[config.mk]
export PLATFORM = sky130hd
export DESIGN_NAME = rsa_dec_check_flat
export DESIGN_NICKNAME = d
export VERILOG_FILES = /design/src/rtl/rsa_dec_check_if.sv /design/src/rtl/rsa_dec_check.sv /design/src/flat_wrapper.sv
export SDC_FILE = /design/constraint.sdc
export NUM_CORES = 2
export LEC_CHECK = 0
export CORE_MARGIN = 4
export CORE_UTILIZATION = 30
export CTS_CLUSTER_SIZE = 24
export DETAILED_ROUTE_END_ITERATION = 8
export PLACE_DENSITY = 0.59
export SLEW_MARGIN = 10
export SYNTH_ARGS = -nofsm -noshare
export SYNTH_HDL_FRONTEND = slang
export SYNTH_SLANG_ARGS = --single-unit
[constraint.sdc]
create_clock -name clk -period 23.3 [get_ports clk]
set_input_delay 4.66 -clock clk [delete_from_list [all_inputs] [get_ports clk]]
set_output_delay 4.66 -clock clk [all_outputs]
set_load 0.02 [all_outputs]
[src/rtl/rsa_dec_check_if.sv]
// Bus bundle between the encryptor-side driver and the RSA decrypt/check stage.
// The master drives the ciphertext, key material and reference message. The slave returns the result.
interface rsa_dec_check_if #(
    parameter int W = 128
);
    logic         enc_done;
    logic [W-1:0] c;
    logic [W-1:0] d_key;
    logic [W-1:0] n;
    logic [W-1:0] msg_ref;
    logic [W-1:0] m;
    logic         match;
    logic         err;
    logic         busy;
    logic         done;

    modport master (
        output enc_done, c, d_key, n, msg_ref,
        input  m, match, err, busy, done
    );

    modport slave (
        input  enc_done, c, d_key, n, msg_ref,
        output m, match, err, busy, done
    );
endinterface

[src/rtl/rsa_dec_check.sv]
// RSA decrypt-and-compare stage: m = c^d mod n by left-to-right square-and-multiply
// over a bit-serial interleaved modular multiplier, then checks m against msg_ref.
module rsa_dec_check #(
    parameter int W = 128
) (
    input logic              clk,
    input logic              reset,
    rsa_dec_check_if.slave   bus
);
    localparam int IW = $clog2(W);
    localparam logic [IW-1:0] IDX_TOP  = IW'(W - 1);
    localparam logic [IW-1:0] IDX_ZERO = {IW{1'b0}};
    localparam logic [W-1:0]  ONE_W    = {{(W-1){1'b0}}, 1'b1};
    localparam logic [W-1:0]  ZERO_W   = {W{1'b0}};

    typedef enum logic [2:0] {S_IDLE, S_LOAD, S_SQR, S_MUL, S_FIN} state_e;

    state_e        state_q, state_d;
    logic          edge_q;
    logic [W-1:0]  c_q, c_d, e_q, e_d, n_q, n_d, ref_q, ref_d;
    logic [W-1:0]  acc_q, acc_d, m_q, m_d;
    logic [W:0]    r_q, r_d;
    logic [IW-1:0] k_q, k_d, i_q, i_d;
    logic          match_q, match_d, err_q, err_d, busy_q, busy_d, done_q, done_d;

    logic [W:0]    n_ext_s, mm_b_s, mm_dbl_s, mm_red_s, mm_sum_s, mm_t_s;

    assign bus.m     = m_q;
    assign bus.match = match_q;
    assign bus.err   = err_q;
    assign bus.busy  = busy_q;
    assign bus.done  = done_q;

    // One step of the interleaved modmul: r <- (2r + a[k]*b) mod n, kept below n.
    always_comb begin
        n_ext_s  = {1'b0, n_q};
        mm_b_s   = (state_q == S_MUL) ? {1'b0, c_q} : {1'b0, acc_q};
        mm_dbl_s = r_q << 1;
        if (mm_dbl_s >= n_ext_s) mm_red_s = mm_dbl_s - n_ext_s;
        else                     mm_red_s = mm_dbl_s;
        if (acc_q[k_q])          mm_sum_s = mm_red_s + mm_b_s;
        else                     mm_sum_s = mm_red_s;
        if (mm_sum_s >= n_ext_s) mm_t_s   = mm_sum_s - n_ext_s;
        else                     mm_t_s   = mm_sum_s;
    end

    // Next-state and datapath update for the decrypt sequence.
    always_comb begin
        state_d = state_q;
        c_d = c_q; e_d = e_q; n_d = n_q; ref_d = ref_q;
        acc_d = acc_q; r_d = r_q; k_d = k_q; i_d = i_q;
        m_d = m_q; match_d = match_q; err_d = err_q; busy_d = busy_q; done_d = done_q;
        case (state_q)
            S_IDLE: begin
                if (bus.enc_done && !edge_q) begin
                    c_d = bus.c; e_d = bus.d_key; n_d = bus.n; ref_d = bus.msg_ref;
                    acc_d = ONE_W; r_d = {(W+1){1'b0}};
                    i_d = IDX_TOP; k_d = IDX_TOP;
                    done_d = 1'b0; match_d = 1'b0; err_d = 1'b0; busy_d = 1'b1;
                    state_d = S_LOAD;
                end else begin
                    state_d = S_IDLE;
                end
            end
            S_LOAD: begin
                if ((n_q <= ONE_W) || (c_q >= n_q)) begin
                    err_d   = 1'b1;
                    state_d = S_FIN;
                end else begin
                    state_d = S_SQR;
                end
            end
            S_SQR, S_MUL: begin
                r_d = mm_t_s;
                if (k_q == IDX_ZERO) begin
                    // Last modmul cycle also carries the exponent-bit bookkeeping.
                    acc_d = mm_t_s[W-1:0];
                    r_d   = {(W+1){1'b0}};
                    k_d   = IDX_TOP;
                    if ((state_q == S_SQR) && e_q[i_q]) begin
                        state_d = S_MUL;
                    end else if (i_q == IDX_ZERO) begin
                        state_d = S_FIN;
                    end else begin
                        i_d     = i_q - IW'(1);
                        state_d = S_SQR;
                    end
                end else begin
                    k_d = k_q - IW'(1);
                end
            end
            S_FIN: begin
                m_d     = err_q ? ZERO_W : acc_q;
                match_d = (acc_q == ref_q) && !err_q;
                done_d  = 1'b1;
                busy_d  = 1'b0;
                state_d = S_IDLE;
            end
            default: begin
                state_d = S_IDLE;
            end
        endcase
    end

    // State, datapath and output registers with synchronous reset.
    always_ff @(posedge clk) begin
        if (reset) begin
            state_q <= S_IDLE;
            edge_q  <= 1'b0;
            c_q <= ZERO_W; e_q <= ZERO_W; n_q <= ZERO_W; ref_q <= ZERO_W;
            acc_q <= ZERO_W; r_q <= {(W+1){1'b0}};
            k_q <= IDX_ZERO; i_q <= IDX_ZERO;
            m_q <= ZERO_W; match_q <= 1'b0; err_q <= 1'b0; busy_q <= 1'b0; done_q <= 1'b0;
        end else begin
            state_q <= state_d;
            edge_q  <= bus.enc_done;
            c_q <= c_d; e_q <= e_d; n_q <= n_d; ref_q <= ref_d;
            acc_q <= acc_d; r_q <= r_d;
            k_q <= k_d; i_q <= i_d;
            m_q <= m_d; match_q <= match_d; err_q <= err_d; busy_q <= busy_d; done_q <= done_d;
        end
    end
endmodule
[src/flat_wrapper.sv]
// flat-port wrapper written by rule: the top's interface ports become plain ports
module rsa_dec_check_flat 
#(
    parameter int W = 128
)
  (clk, reset, bus_enc_done, bus_c, bus_d_key, bus_n, bus_msg_ref, bus_m, bus_match, bus_err, bus_busy, bus_done);
  rsa_dec_check_if #(.W(W)) bus_i ();
  input logic clk;
  input logic reset;
  input wire logic [$bits(bus_i.enc_done)-1:0] bus_enc_done;
  input wire logic [$bits(bus_i.c)-1:0] bus_c;
  input wire logic [$bits(bus_i.d_key)-1:0] bus_d_key;
  input wire logic [$bits(bus_i.n)-1:0] bus_n;
  input wire logic [$bits(bus_i.msg_ref)-1:0] bus_msg_ref;
  output wire logic [$bits(bus_i.m)-1:0] bus_m;
  output wire logic [$bits(bus_i.match)-1:0] bus_match;
  output wire logic [$bits(bus_i.err)-1:0] bus_err;
  output wire logic [$bits(bus_i.busy)-1:0] bus_busy;
  output wire logic [$bits(bus_i.done)-1:0] bus_done;
  assign bus_i.enc_done = bus_enc_done;
  assign bus_i.c = bus_c;
  assign bus_i.d_key = bus_d_key;
  assign bus_i.n = bus_n;
  assign bus_i.msg_ref = bus_msg_ref;
  assign bus_m = bus_i.m;
  assign bus_match = bus_i.match;
  assign bus_err = bus_i.err;
  assign bus_busy = bus_i.busy;
  assign bus_done = bus_i.done;
  rsa_dec_check #(.W(W)) u_core (.clk(clk), .reset(reset), .bus(bus_i));
endmodule
==> results.json <==
{
  "final_cell_mix": "sky130_fd_sc_hd__nand2_1 (1765), sky130_fd_sc_hd__a21oi_1 (1366), sky130_fd_sc_hd__dfxtp_1 (915)",
  "cp.arrival_ps": 16910,
  "worstSetupPathDepth": 43,
  "grt_overall_usage": 0.2900,
  "grt_first_pass_wirelength_um": 492500,
  "clk_pin_slew_ps": 60,
  "num_clock_sinks": 918,
  "detail_route.vias_per_cell": 5.669,
  "tritoncts": "built",
  "crit_path_max_incr_delay_ps": 940,
  "layout_commonest_cell": "sky130_fd_sc_hd__nand2_1",
  "core_area_mm2": 0.2227,
  "drc_errors_left": 0,
  "netlist_instances": 9083,
  "layout-drive-gt1-share": 0.07228,
  "crit_family": "compound AO/OA/AOI/OAI gates",
  "dp.final_hpwl_um": 284000,
  "worst_skew_pair_latency_ps": 820,
  "hold_violations": 0,
  "finalWirelength_um": 352000,
  "ys_seq_elements": 918,
  "cts_hold_repair.buffers": 0,
  "htree_levels": 3,
  "gpl.final_weighted_congestion": 1.039,
  "pre_cts_slack_ps": 7442,
  "hold_path_depth": 2,
  "critPathCaptureType": "flop",
  "post_drt_wl_per_cell_um": 28.23,
  "cp-start-kind": "flop",
  "setup-violations-final": 0,
  "nets_in_the_synthesized_netlist": 10115,
  "postRouteAntennaNets": 0,
  "area_share_of_the_leading_cell_type_in_the_synthesized_netlist": 0.2729,
  "cts.root.buffer_cell": "sky130_fd_sc_hd__clkbuf_16",
  "die_width_um": 481.8,
  "floorplan_row_count": 173,
  "critical_path_buf_inv_count": 6,
  "slowest_stage": "sky130_fd_sc_hd__dfxtp_1",
  "rsz0062_at_grt": "false",
  "tightest_slew_ps": 1326,
  "setup_tns_ps": 0,
  "maxCapViolCount": 0,
  "place.port_buffers": 646,
  "number_of_iterations_in_the_first_detailed_routing_pass": 6,
  "fin_crit_sh": 0.6968,
  "finalMaxSlewViolations": 0,
  "timing.critical_path.mode_cell": "sky130_fd_sc_hd__a21oi_1",
  "synth-seq-area-share": 0.2729,
  "global_route.overflow_total": 0,
  "mappedNetlistArea_mm2": 0.06734,
  "post_cts_buffers": 0,
  "worst_setup_path_startpoint": "u_core.n_q[13]$_SDFFE_PP0P_",
  "area_growth_syn_to_layout_pct": 19.25,
  "skew_ps": 72.88,
  "timing.setup.critical_path_class": "reg2reg",
  "antenna_found_initial": 39,
  "synthFlopType": "sky130_fd_sc_hd__dfxtp_1",
  "number_of_flops_mapped_to_enable_cells_by_yosys": 0,
  "tritoncts.num_buffers": 111,
  "postCtsResizedCells": 0,
  "synth_top_area_cell": "sky130_fd_sc_hd__dfxtp_1",
  "first_iter_violations": 6689,
  "worst-path-max-fanout": 73,
  "max-slew-margin-rel": 0.1080,
  "final_period_minus_worst_setup_slack_ps": 16240,
  "placed_instance_count": 12246,
  "synth-async-reset-ratio": 0,
  "design.die.area_mm2": 0.2321,
  "outcome": "finished, final reports clean",
  "pin_count_of_the_biggest_net_entering_global_routing": 204,
  "ys_top_cells_by_area": "sky130_fd_sc_hd__dfxtp_1 (27%), sky130_fd_sc_hd__a21oi_1 (10%), sky130_fd_sc_hd__nand2_1 (9.9%)",
  "critPathRequiredTime_ps": 23970,
  "critical_path.reg2reg.startpoint": "u_core.n_q[13]$_SDFFE_PP0P_",
  "yosys.cell_types.count": 105,
  "holdCritPathClass": "reg2reg",
  "post_layout_nonfiller_instances": 12469,
  "die_height_um": 481.8,
  "avgSynthCellArea_um2": 7.414,
  "buffers_from_clock_root_to_sink_at_most": 3,
  "setup_ws_ps": 7064,
  "worst-r2r-cell-count": 43,
  "number_of_global_route_vias_before_repair": 67967,
  "floorplan.initialDensity": 0.3024,
  "num_vias": 70691,
  "achievable-frequency_mhz": 61.59,
  "ioPinCount": 647,
  "yosysWarningCount": 0,
  "num-nets-final": 10416,
  "holdWs_ps": 450.6,
  "worstHoldStart": "u_core.e_q[12]$_SDFFE_PP0P_"
}
layer usage:
layer	vias to the layer above	share of wire	global-route usage	routed length, um
li1	32740	-	-	-
met1	34376	0.42	0.3664	146300
met2	2958	0.45	0.4653	157300
met3	599	0.075	0.05852	26360
met4	18	0.062	0.1529	21910
met5	-	0.00034	0	121
registers in the layout, summed over array words and instances, names as in the netlist:
register	count
u_core.e_q	128
u_core.c_q	128
u_core.acc_q	128
u_core.bus.busy	1
u_core.bus.match	1
u_core.bus.err	1
u_core.bus.m	128
u_core.r_q	128
u_core.i_q	7
u_core.bus.done	1
u_core.edge_q	1
u_core.n_q	128
u_core.ref_q	128
u_core.k_q	7
u_core.state_q	3
cell type report:
type,instances,area (um^2)
inverters,264,991.0
diodes,17,42.54
clock inverters,43,584.3
multi-input cells,7322,45840
clock buffers,163,3319
fillers,23536,142400
well taps,2975,3722
flip-flops and latches,918,18380
repair buffers,767,7425
cell usage after synthesis (76+ instances only):
| cell | instances |
|---|---|
| sky130_fd_sc_hd__ha_1 | 514 |
| sky130_fd_sc_hd__nor2_1 | 583 |
| sky130_fd_sc_hd__nand2_1 | 1768 |
| sky130_fd_sc_hd__nor4_1 | 83 |
| sky130_fd_sc_hd__a21oi_1 | 1366 |
| sky130_fd_sc_hd__clkbuf_1 | 481 |
| sky130_fd_sc_hd__o21bai_1 | 79 |
| sky130_fd_sc_hd__nand4_1 | 240 |
| sky130_fd_sc_hd__dfxtp_1 | 918 |
| sky130_fd_sc_hd__mux2_2 | 191 |
| sky130_fd_sc_hd__nor3_1 | 87 |
| sky130_fd_sc_hd__xor2_1 | 187 |
| sky130_fd_sc_hd__nand3_1 | 76 |
| sky130_fd_sc_hd__xnor2_1 | 319 |
| sky130_fd_sc_hd__mux4_2 | 77 |
| sky130_fd_sc_hd__o21ai_0 | 646 |
| sky130_fd_sc_hd__inv_1 | 262 |
| sky130_fd_sc_hd__nor3b_1 | 131 |
| sky130_fd_sc_hd__a21o_1 | 163 |
per-stage QoR:
step,area (um^2),utilization
after floorplan,67340,-
after global placement,76320,0.3426
after detailed placement,76360,0.3428
after CTS,80270,0.3604
after global routing,80270,0.3604
final,80310,0.3606
tightest hold or removal path, stage by stage (launching register included):
cell	delay (ps)
sky130_fd_sc_hd__dfxtp_1	300
sky130_fd_sc_hd__nand2_1	50
sky130_fd_sc_hd__a21oi_1	50
final timing paths:
check,to,slack (ps)
hold reg to reg,u_core.e_q[12]$_SDFFE_PP0P_,450
setup / recovery,u_core.r_q[85]$_SDFFE_PP0P_,7060
hold / removal,u_core.e_q[12]$_SDFFE_PP0P_,450
setup reg to reg,u_core.r_q[85]$_SDFFE_PP0P_,7060
logic make-up (layout without fill, tap and decap cells):
| family | count (synthesis) | after routing | synth area share |
|---|---|---|---|
| AOI/OAI and AO/OA | 2769 | 2769 | 0.2388 |
| xor gates and xnor gates | 506 | 506 | 0.06581 |
| adders and majority gates | 517 | 517 | 0.09639 |
| buffers and inverters | 843 | 1237 | 0.04910 |
| DFF | 918 | 918 | 0.2729 |
| muxes | 314 | 314 | 0.06462 |
| other | 0 | 17 | 0 |
| and+or+nand+nor | 3216 | 3216 | 0.2124 |
Power is not shown: default switching activity piles up to over one toggle a cycle in this logic, so the estimate is an artifact.
